<file path="src/rtl/mips_fetch_controller_pkg.sv">
// Shared definitions for the MiniMIPS instruction-fetch controller.
// The fetch-state encodings and the default memory geometry live here so that
// the fetch controller and the instruction memory beside it agree on them.
package mips_fetch_controller_pkg;

    localparam int IMEM_DEPTH_DEF = 35;
    localparam int ADDR_W_DEF     = 32;
    localparam int INSTR_W_DEF    = 16;
    localparam int CNT_W_DEF      = 16;

    typedef enum logic [1:0] {
        FS_IDLE  = 2'd0,
        FS_FETCH = 2'd1,
        FS_HALT  = 2'd2
    } fetch_state_t;

endpackage

</file>
<file path="src/rtl/mips_fetch_controller.sv">
// MiniMIPS fetch controller: drives the instruction-memory address, tracks the
// single in-flight read and presents a valid/stall handshake to decode.
// Taken branches squash the sequential fetch (one bubble), fetch stops at the
// end of memory or on an out-of-range target, and accepted instructions are
// counted.
module mips_fetch_controller
    import mips_fetch_controller_pkg::*;
#(
    parameter int IMEM_DEPTH = IMEM_DEPTH_DEF,
    parameter int ADDR_W     = ADDR_W_DEF,
    parameter int INSTR_W    = INSTR_W_DEF,
    parameter int CNT_W      = CNT_W_DEF
) (
    input  logic               clk,
    input  logic               rst_n,
    input  logic               start,
    input  logic               stall,
    input  logic               branch_taken,
    input  logic [ADDR_W-1:0]  branch_target,
    output logic [ADDR_W-1:0]  pc,
    input  logic [INSTR_W-1:0] mem_instr,
    output logic [INSTR_W-1:0] instr_out,
    output logic               instr_valid,
    output logic [ADDR_W-1:0]  instr_pc,
    output logic               halted,
    output logic [CNT_W-1:0]   instr_count
);

    localparam logic [ADDR_W-1:0] DEPTH_A = ADDR_W'(IMEM_DEPTH);
    localparam logic [ADDR_W-1:0] ONE_A   = ADDR_W'(1);
    localparam logic [CNT_W-1:0]  ONE_C   = CNT_W'(1);

    fetch_state_t       state;
    fetch_state_t       state_nxt;
    logic [ADDR_W-1:0]  next_pc;
    logic [ADDR_W-1:0]  next_pc_nxt;
    logic [ADDR_W-1:0]  req_pc;
    logic [ADDR_W-1:0]  req_pc_nxt;
    logic               req_valid;
    logic               req_valid_nxt;
    logic [CNT_W-1:0]   count;
    logic [CNT_W-1:0]   count_nxt;

    logic               in_fetch;
    logic               accept;
    logic               redirect;
    logic               in_range;
    logic               issue;
    logic               at_end;

    // Handshake decode: stall outranks a branch, so a stalled branch is simply
    // re-evaluated once decode accepts it.
    always_comb begin
        in_fetch = (state == FS_FETCH);
        accept   = in_fetch && req_valid && !stall;
        redirect = accept && branch_taken;
        in_range = (next_pc < DEPTH_A);
        issue    = in_fetch && !stall && !redirect && in_range;
        at_end   = in_fetch && !in_range && !redirect && (!req_valid || accept);
    end

    // Next-state and next-datapath values; everything holds unless changed.
    always_comb begin
        state_nxt     = state;
        next_pc_nxt   = next_pc;
        req_pc_nxt    = req_pc;
        req_valid_nxt = req_valid;
        count_nxt     = count;

        case (state)
            FS_IDLE, FS_HALT: begin
                if (start) begin
                    state_nxt     = FS_FETCH;
                    next_pc_nxt   = '0;
                    req_valid_nxt = 1'b0;
                end
            end
            FS_FETCH: begin
                if (accept) begin
                    count_nxt = count + ONE_C;
                end
                if (redirect) begin
                    req_valid_nxt = 1'b0;
                    next_pc_nxt   = branch_target;
                end else if (issue) begin
                    req_pc_nxt    = next_pc;
                    next_pc_nxt   = next_pc + ONE_A;
                    req_valid_nxt = 1'b1;
                end else if (accept) begin
                    req_valid_nxt = 1'b0;
                end
                if (at_end) begin
                    state_nxt = FS_HALT;
                end
            end
            default: begin
                state_nxt     = FS_IDLE;
                req_valid_nxt = 1'b0;
            end
        endcase
    end

    // Address mux: only a fresh issue moves the memory address; otherwise the
    // last request is re-read so a stalled instruction stays stable.
    always_comb begin
        pc          = req_pc;
        if (issue) begin
            pc = next_pc;
        end
        instr_out   = mem_instr;
        instr_valid = req_valid;
        instr_pc    = req_pc;
        halted      = (state == FS_HALT);
        instr_count = count;
    end

    // State and datapath registers with synchronous active-low reset.
    always_ff @(posedge clk) begin
        if (!rst_n) begin
            state     <= FS_IDLE;
            next_pc   <= '0;
            req_pc    <= '0;
            req_valid <= 1'b0;
            count     <= '0;
        end else begin
            state     <= state_nxt;
            next_pc   <= next_pc_nxt;
            req_pc    <= req_pc_nxt;
            req_valid <= req_valid_nxt;
            count     <= count_nxt;
        end
    end

endmodule

</file>
<file path="config.mk">
export PLATFORM = sky130hd
export DESIGN_NAME = mips_fetch_controller
export DESIGN_NICKNAME = d
export VERILOG_FILES = /design/src/rtl/mips_fetch_controller_pkg.sv /design/src/rtl/mips_fetch_controller.sv
export SDC_FILE = /design/constraint.sdc
export NUM_CORES = 1
export LEC_CHECK = 0
export ABC_AREA = 1
export CAP_MARGIN = 0
export CORE_MARGIN = 2
export CORE_UTILIZATION = 39
export CTS_BUF_LIST = sky130_fd_sc_hd__clkbuf_16
export CTS_CLUSTER_DIAMETER = 120
export DETAILED_ROUTE_END_ITERATION = 10
export PLACE_DENSITY = 0.76
export SLEW_MARGIN = 20
export SYNTH_ARGS = -nofsm -noshare
export SYNTH_HDL_FRONTEND = slang
export SYNTH_SLANG_ARGS = --single-unit
</file>
<file path="constraint.sdc">
create_clock -name clk -period 2.05 [get_ports clk]
set_clock_uncertainty 0.1 [all_clocks]
set_input_delay 0.5125 -clock clk [delete_from_list [all_inputs] [get_ports clk]]
set_output_delay 0.5125 -clock clk [all_outputs]
set_load 0.005 [all_outputs]
</file>
==> out/metrics.cfg, run 1 <==
[routing]
drc = 0
wirelength_mm = 10.46
via_per_inst = 4.990
drt_iter0_drc = 178
drt_pass1_iterations = 5
routedWlPerCell_um = 13.27
vias = 3932
ant_nets = 0

[yosys]
synth_top_area_frac = 0.4405
synth-seq-cells = 83
syn_area_sq_mm = 0.003772
yosys_warnings = 0
synthFlopType = dfxtp_1
yosysSeqAreaShare = 0.4405
synth_area_leaders = dfxtp_1 (44%), nand2_1 (7.4%), nor2_1 (6.9%), nand4_1 (6.5%), a21oi_1 (6.1%)
yosysMostFrequentCell = dfxtp_1
synth_top_cells_by_count = dfxtp_1 (83), nand2_1 (74), nor2_1 (69)
syn_nets = 559
synthDistinctLibCells = 36
synthArstFlopShare = 0
synth.avg_cell_area_sq_um = 7.485
synth_edf_count = 0
synth_area_leader_cell = dfxtp_1
synthCells = 504

[global_routing]
grt_pass1_wl_mm = 16.73
grt_overflow_total = 0
grt_max_degree = 47
grt_pass1_vias = 3736
grt_use_total = 0.2023
antenna_found_initial = 0

[worst_setup_path]
start_kind = flip-flop
critPathKind = reg2out
reg2reg_from = next_pc[1]
r2r_cells = 12
crit_path_end = pc[15]
arrival_ns = 1.93
path_max_fanout = 4
critPathLaunch = next_pc[1]
required_ns = 1.44
endpoint_kind = output pin
ff2ff_setup_slack_ns = 0.10
r2r_end = instr_pc[31]

[clock_tree]
clock_latency_ns = 0.33
cts.sinks = 83
cts_root_buf = clkbuf_16
numCtsBuffers = 9
clk_path_buf_depth = 2
htree_num_levels = 3
clkSlewWorstSetupHoldPaths_ns = 0.06
cts_tree = done

[timing]
fin_crit_sh = 1.240
maxSlewHeadroom = 0.7570
finalSetupTns_ns = -13.42
setup_slack_ns = -0.4925
hold_viol = 0
rsz0062_at_grt = yes
slew_violations = 0
setup-violations-final = 32
fmax_ghz = 0.3933
min_period_ns = 2.542
tightest_slew_ns = 0.3631

[layout]
syn_to_final_growth_pct = 53.07
final_core_util = 0.6190
nets = 710
regArea_sq_mm = 0.001664
multi_input_area_sq_mm = 0.001738
drive_gt1_frac = 0.2686
finalInstanceArea_sq_mm = 0.005774
nFillCells = 822
fin_cells = 788
antenna_cells = 0

[placed_design]
place_ws_ns = -0.8964
port_buffers = 118
dp.cells = 749
hpwlAfterDp_mm = 6.902
finalWeightedCongestion = 0.8319
placed_cell_area_sq_mm = 0.005192

[run_status]
violations = negative setup slack
status = complete, but fails checks

[die]
die_x_um = 102.4
die-area_sq_mm = 0.01048
dieHeight_um = 102.4
rows = 35
core_area_sq_mm = 0.009328
boundaryPins = 151
initial_core_util = 0.4044

[run]
maxCapViolCount = 0

[pwr]
ir_worst_vdd_mv = 0.4571
power.density_mw_per_mm2 = 627.6
p_leak_nw = 2.296

[min_path]
hp-class = reg2reg
hold_path_depth = 2

-- sequential cells by signal (all words and copies together) (netlist names) --
name,flops
instr_pc,32
next_pc,32
instr_count,16
state,2
instr_valid,1
-- layer usage --
layer  track usage  routed length [um]  part of all wire  vias to the layer above
li1              -                   -                 -                     1930
met1        0.2422                4319              0.41                     1832
met2        0.3477                5250              0.50                      149
met3       0.04104                 686             0.066                       21
met4       0.09538                 199             0.019                        0
met5             0                   0                 0                        -
-- kinds of logic (layout without fill, tap and decap cells) --
| kind of cell | count (synthesis) | count (layout) | share of synthesized area |
|---|---|---|---|
| simple gates | 236 | 236 | 0.2925 |
| buf+inv | 106 | 261 | 0.1453 |
| flops | 83 | 83 | 0.4405 |
| xor+xnor | 6 | 6 | 0.01393 |
| fa+ha+maj | 2 | 2 | 0.006632 |
| compound gates | 71 | 71 | 0.1012 |
-- layout make-up --
class,count,area share
Clock buffer,9,0.03900
Inverter,60,0.04160
Sequential cell,83,0.2882
Clock inverter,6,0.01018
Multi-Input combinational cell,315,0.3010
Timing Repair Buffer,186,0.2921
Tap cell,129,0.02795
-- how the worst min path moves through the flow --
stage | startpoint | to | slack (ns)
final | instr_pc[14] | instr_pc[14] | 0.36
after floorplan | instr_pc[6] | instr_pc[6] | 0.36
after detailed placement | instr_pc[24] | instr_pc[24] | 0.35
after global routing | instr_pc[19] | instr_pc[19] | 0.38
after CTS | instr_pc[24] | instr_pc[24] | 0.36
after global placement | instr_pc[24] | instr_pc[24] | 0.35
-- report_power, final --
group / internal (W) / total, W / switching (W) / leakage (nW)
Combinational: 0.000232 / 0.000435 / 0.000203 / 1.49
Clock: 0.000927 / 0.00155 / 0.000625 / 0.138
Sequential: 0.00163 / 0.00164 / 0.00000862 / 0.670
-- critical path: stages, from the launching register on --
cell and delay (ns):
dfxtp_2 0.33, ha_4 0.17, nor2_4 0.10, a21oi_2 0.07, nor2_2 0.12, nand4_1 0.13
buf_4 0.18, inv_8 0.07, buf_12 0.10, buf_6 0.09, buf_6 0.09, nor2_2 0.03
buf_2 0.12
-- layout by cell type, fill, tap and decap left out, types with 3 or more instances in the layout --
cell / count
clkdlybuf4s50_1: 83
dfxtp_1: 81
nand2_1: 68
inv_1: 52
nor2_1: 50
a21oi_1: 44
buf_4: 44
nand4_1: 39
nor3_1: 27
buf_2: 23
nor2_2: 18
buf_6: 17
nand3_1: 11
o21ai_0: 9
clkbuf_16: 9
clkbuf_2: 9
nand2_2: 8
inv_2: 6
o21ai_4: 6
buf_12: 6
nor2_4: 4
a21oi_2: 4
xor2_1: 4
nand2_4: 3
o21ai_2: 3
dlygate4sd2_1: 3
-- per-stage QoR --
stage          total power (W)  hold WS [ns]
5_1_grt               0.003766        0.3821
6_report              0.003624        0.3604
3_5_place_dp          0.002000        0.3463
4_1_cts               0.003645        0.3570
3_3_place_gp          0.001997        0.3467
2_1_floorplan         0.001841        0.3551
-- timing repair --
item                                    CTS  global route
setup buffers                            23             3
pin swaps                                 3            10
hold buffers                              0             0
endpoints found under the setup margin   42            57
resized for setup                       156            44
cloned                                    3             0
No activity file was read; power rests on OpenSTA's default activity.
==> inputs of run 2 (changes only) <==
Settings changed: CORE_MARGIN 2 to default.
==> run 2 against run 1 <==
The flow still finishes with violations (negative setup slack). Sequential power about the same. Die area down 3.9%. Critical endpoint is now pc[12]. Total power up 6.0%. Via count down 2.3%. Count of clock-buffer cells in the layout unchanged. Largest cell class unchanged. Hold slack worse by 0.00061 ns.
==> out/metrics.cfg, run 2 (same netlist as run 1, synthesis figures left out) <==
[timing]
slew_violations = 0
min_period_ns = 2.640
tightest_slew_ns = 0.3848
fmax_ghz = 0.3787
hold_viol = 0
fin_crit_sh = 1.288
setup_slack_ns = -0.5903
setup-violations-final = 32
whs_ns = 0.3598
rsz0062_at_grt = yes
maxSlewHeadroom = 0.7425

[layout]
antenna_cells = 0
syn_to_final_growth_pct = 55.92
nets = 712
mostFrequentLayoutCell = clkdlybuf4s50_1
final_core_util = 0.6336
drive_gt1_frac = 0.2704
final_cell_mix = clkdlybuf4s50_1 (83), dfxtp_1 (81), nand2_1 (68), inv_1 (55), nor2_1 (52)

[routing]
drt_pass1_iterations = 4
routedWlPerCell_um = 13.32
via_per_inst = 4.858
wirelength_mm = 10.54
vias = 3843
ant_nets = 0
drc = 0
drt_iter0_drc = 135

[pwr]
total_power_w = 0.003843
power.density_mw_per_mm2 = 653.3
p_leak_nw = 2.344
ir_worst_vdd_mv = 0.4484

[placed_design]
finalWeightedCongestion = 0.8488
port_buffers = 118
hpwlAfterDp_mm = 6.938
place_ws_ns = -1.011

[run_status]
status = complete, but fails checks
violations = negative setup slack

[worst_setup_path]
start_kind = flip-flop
path_max_fanout = 5
arrival_ns = 2.03
endpoint_kind = output pin
required_ns = 1.44
critPathKind = reg2out

[die]
die_x_um = 100.4
core_area_sq_mm = 0.009284
dieHeight_um = 100.4
boundaryPins = 151
die-area_sq_mm = 0.01007
initial_core_util = 0.4063
rows = 35

[global_routing]
grt_pass1_wl_mm = 16.82
grt_pass1_vias = 3566
grt_max_degree = 34
grt_overflow_total = 0
antenna_found_initial = 0
grt_use_total = 0.2106

[clock_tree]
clock_latency_ns = 0.33
htree_num_levels = 3
cts_tree = done
clk_path_buf_depth = 2
cts_root_buf = clkbuf_16
postCtsHoldBufs = 0
cts.sinks = 83
numCtsBuffers = 9
clkSlewWorstSetupHoldPaths_ns = 0.07

[run]
maxCapViolCount = 0

[min_path]
hp-class = reg2reg

[run 2: cell count changes in the layout (fill, tap and decap cells not counted), sizes merged]
cell          before  now
bufinv             1    2
clkbuf            18   20
clkinvlp           2    1
dlygate4sd2        3    2
dlymetal6s2s       0    1
inv               60   61
[run 2: path summary, 6_finish.rpt]
kind           startpoint      endpoint  slack [ns]  depth (start not counted)
max            next_pc[1]        pc[12]       -0.59                         13
min          instr_pc[23]  instr_pc[23]        0.36                          2
max reg2reg    next_pc[1]  instr_pc[15]        0.03                         13
min reg2reg  instr_pc[23]  instr_pc[23]        0.36                          2
[run 2: final cells by class]
cell class	instances	area (sq um)
clock buffers	9	225.2
clock inverters	7	98.84
fillers	805	3402
inverters	60	245.2
multi-input cells	315	1752
flip-flops and latches	83	1664
well taps	129	161.4
repair buffers	188	1735
[run 2: stage by stage]
| stage | std cells | instance area (sq um) | TNS, ns |
|---|---|---|---|
| after floorplan | 504 | 3772 | 0 |
| after global placement | 753 | 5223 | -42.17 |
| after detailed placement | 753 | 5223 | -43.90 |
| after CTS | 789 | 5868 | -20.28 |
| after global routing | 791 | 5882 | -18.11 |
| final | 791 | 5882 | -15.30 |
[run 2: routing by layer]
layer / vias up / wire, um / global-route usage
li1: 1925 / - / -
met1: 1786 / 4561 / 0.2671
met2: 119 / 5237 / 0.3583
met3: 13 / 586 / 0.03412
met4: 0 / 150 / 0.08138
met5: - / 0 / 0
[run 2: power breakdown]
part / total (W) / internal, W / switching, W
sequential: 0.00164 / 0.00163 / 0.00000890
combinational: 0.000448 / 0.000240 / 0.000208
clock: 0.00176 / 0.00108 / 0.000680
[run 2: critical path, stage by stage, from the launching register on]
cell and delay (ns):
dfxtp_2 0.35, ha_4 0.14, nor2_2 0.03, a21oi_2 0.14
nor2_2 0.06, nand4_1 0.09, buf_4 0.13, buf_6 0.11
clkinv_8 0.06, buf_12 0.13, buf_16 0.12, buf_6 0.11
nor2_2 0.08, buf_2 0.12
[run 2: timing repair]
item	in CTS	in global routing
setup buffers	16	6
gates cloned	5	1
pin swaps	10	7
setup endpoints to repair	36	71
resized for setup	156	37
==> inputs of run 3 (changes only) <==
Settings changed: CTS_CLUSTER_DIAMETER 120 to 100.
==> results of run 3 <==
Final layout, timing and power as in run 2 (identical DEF).
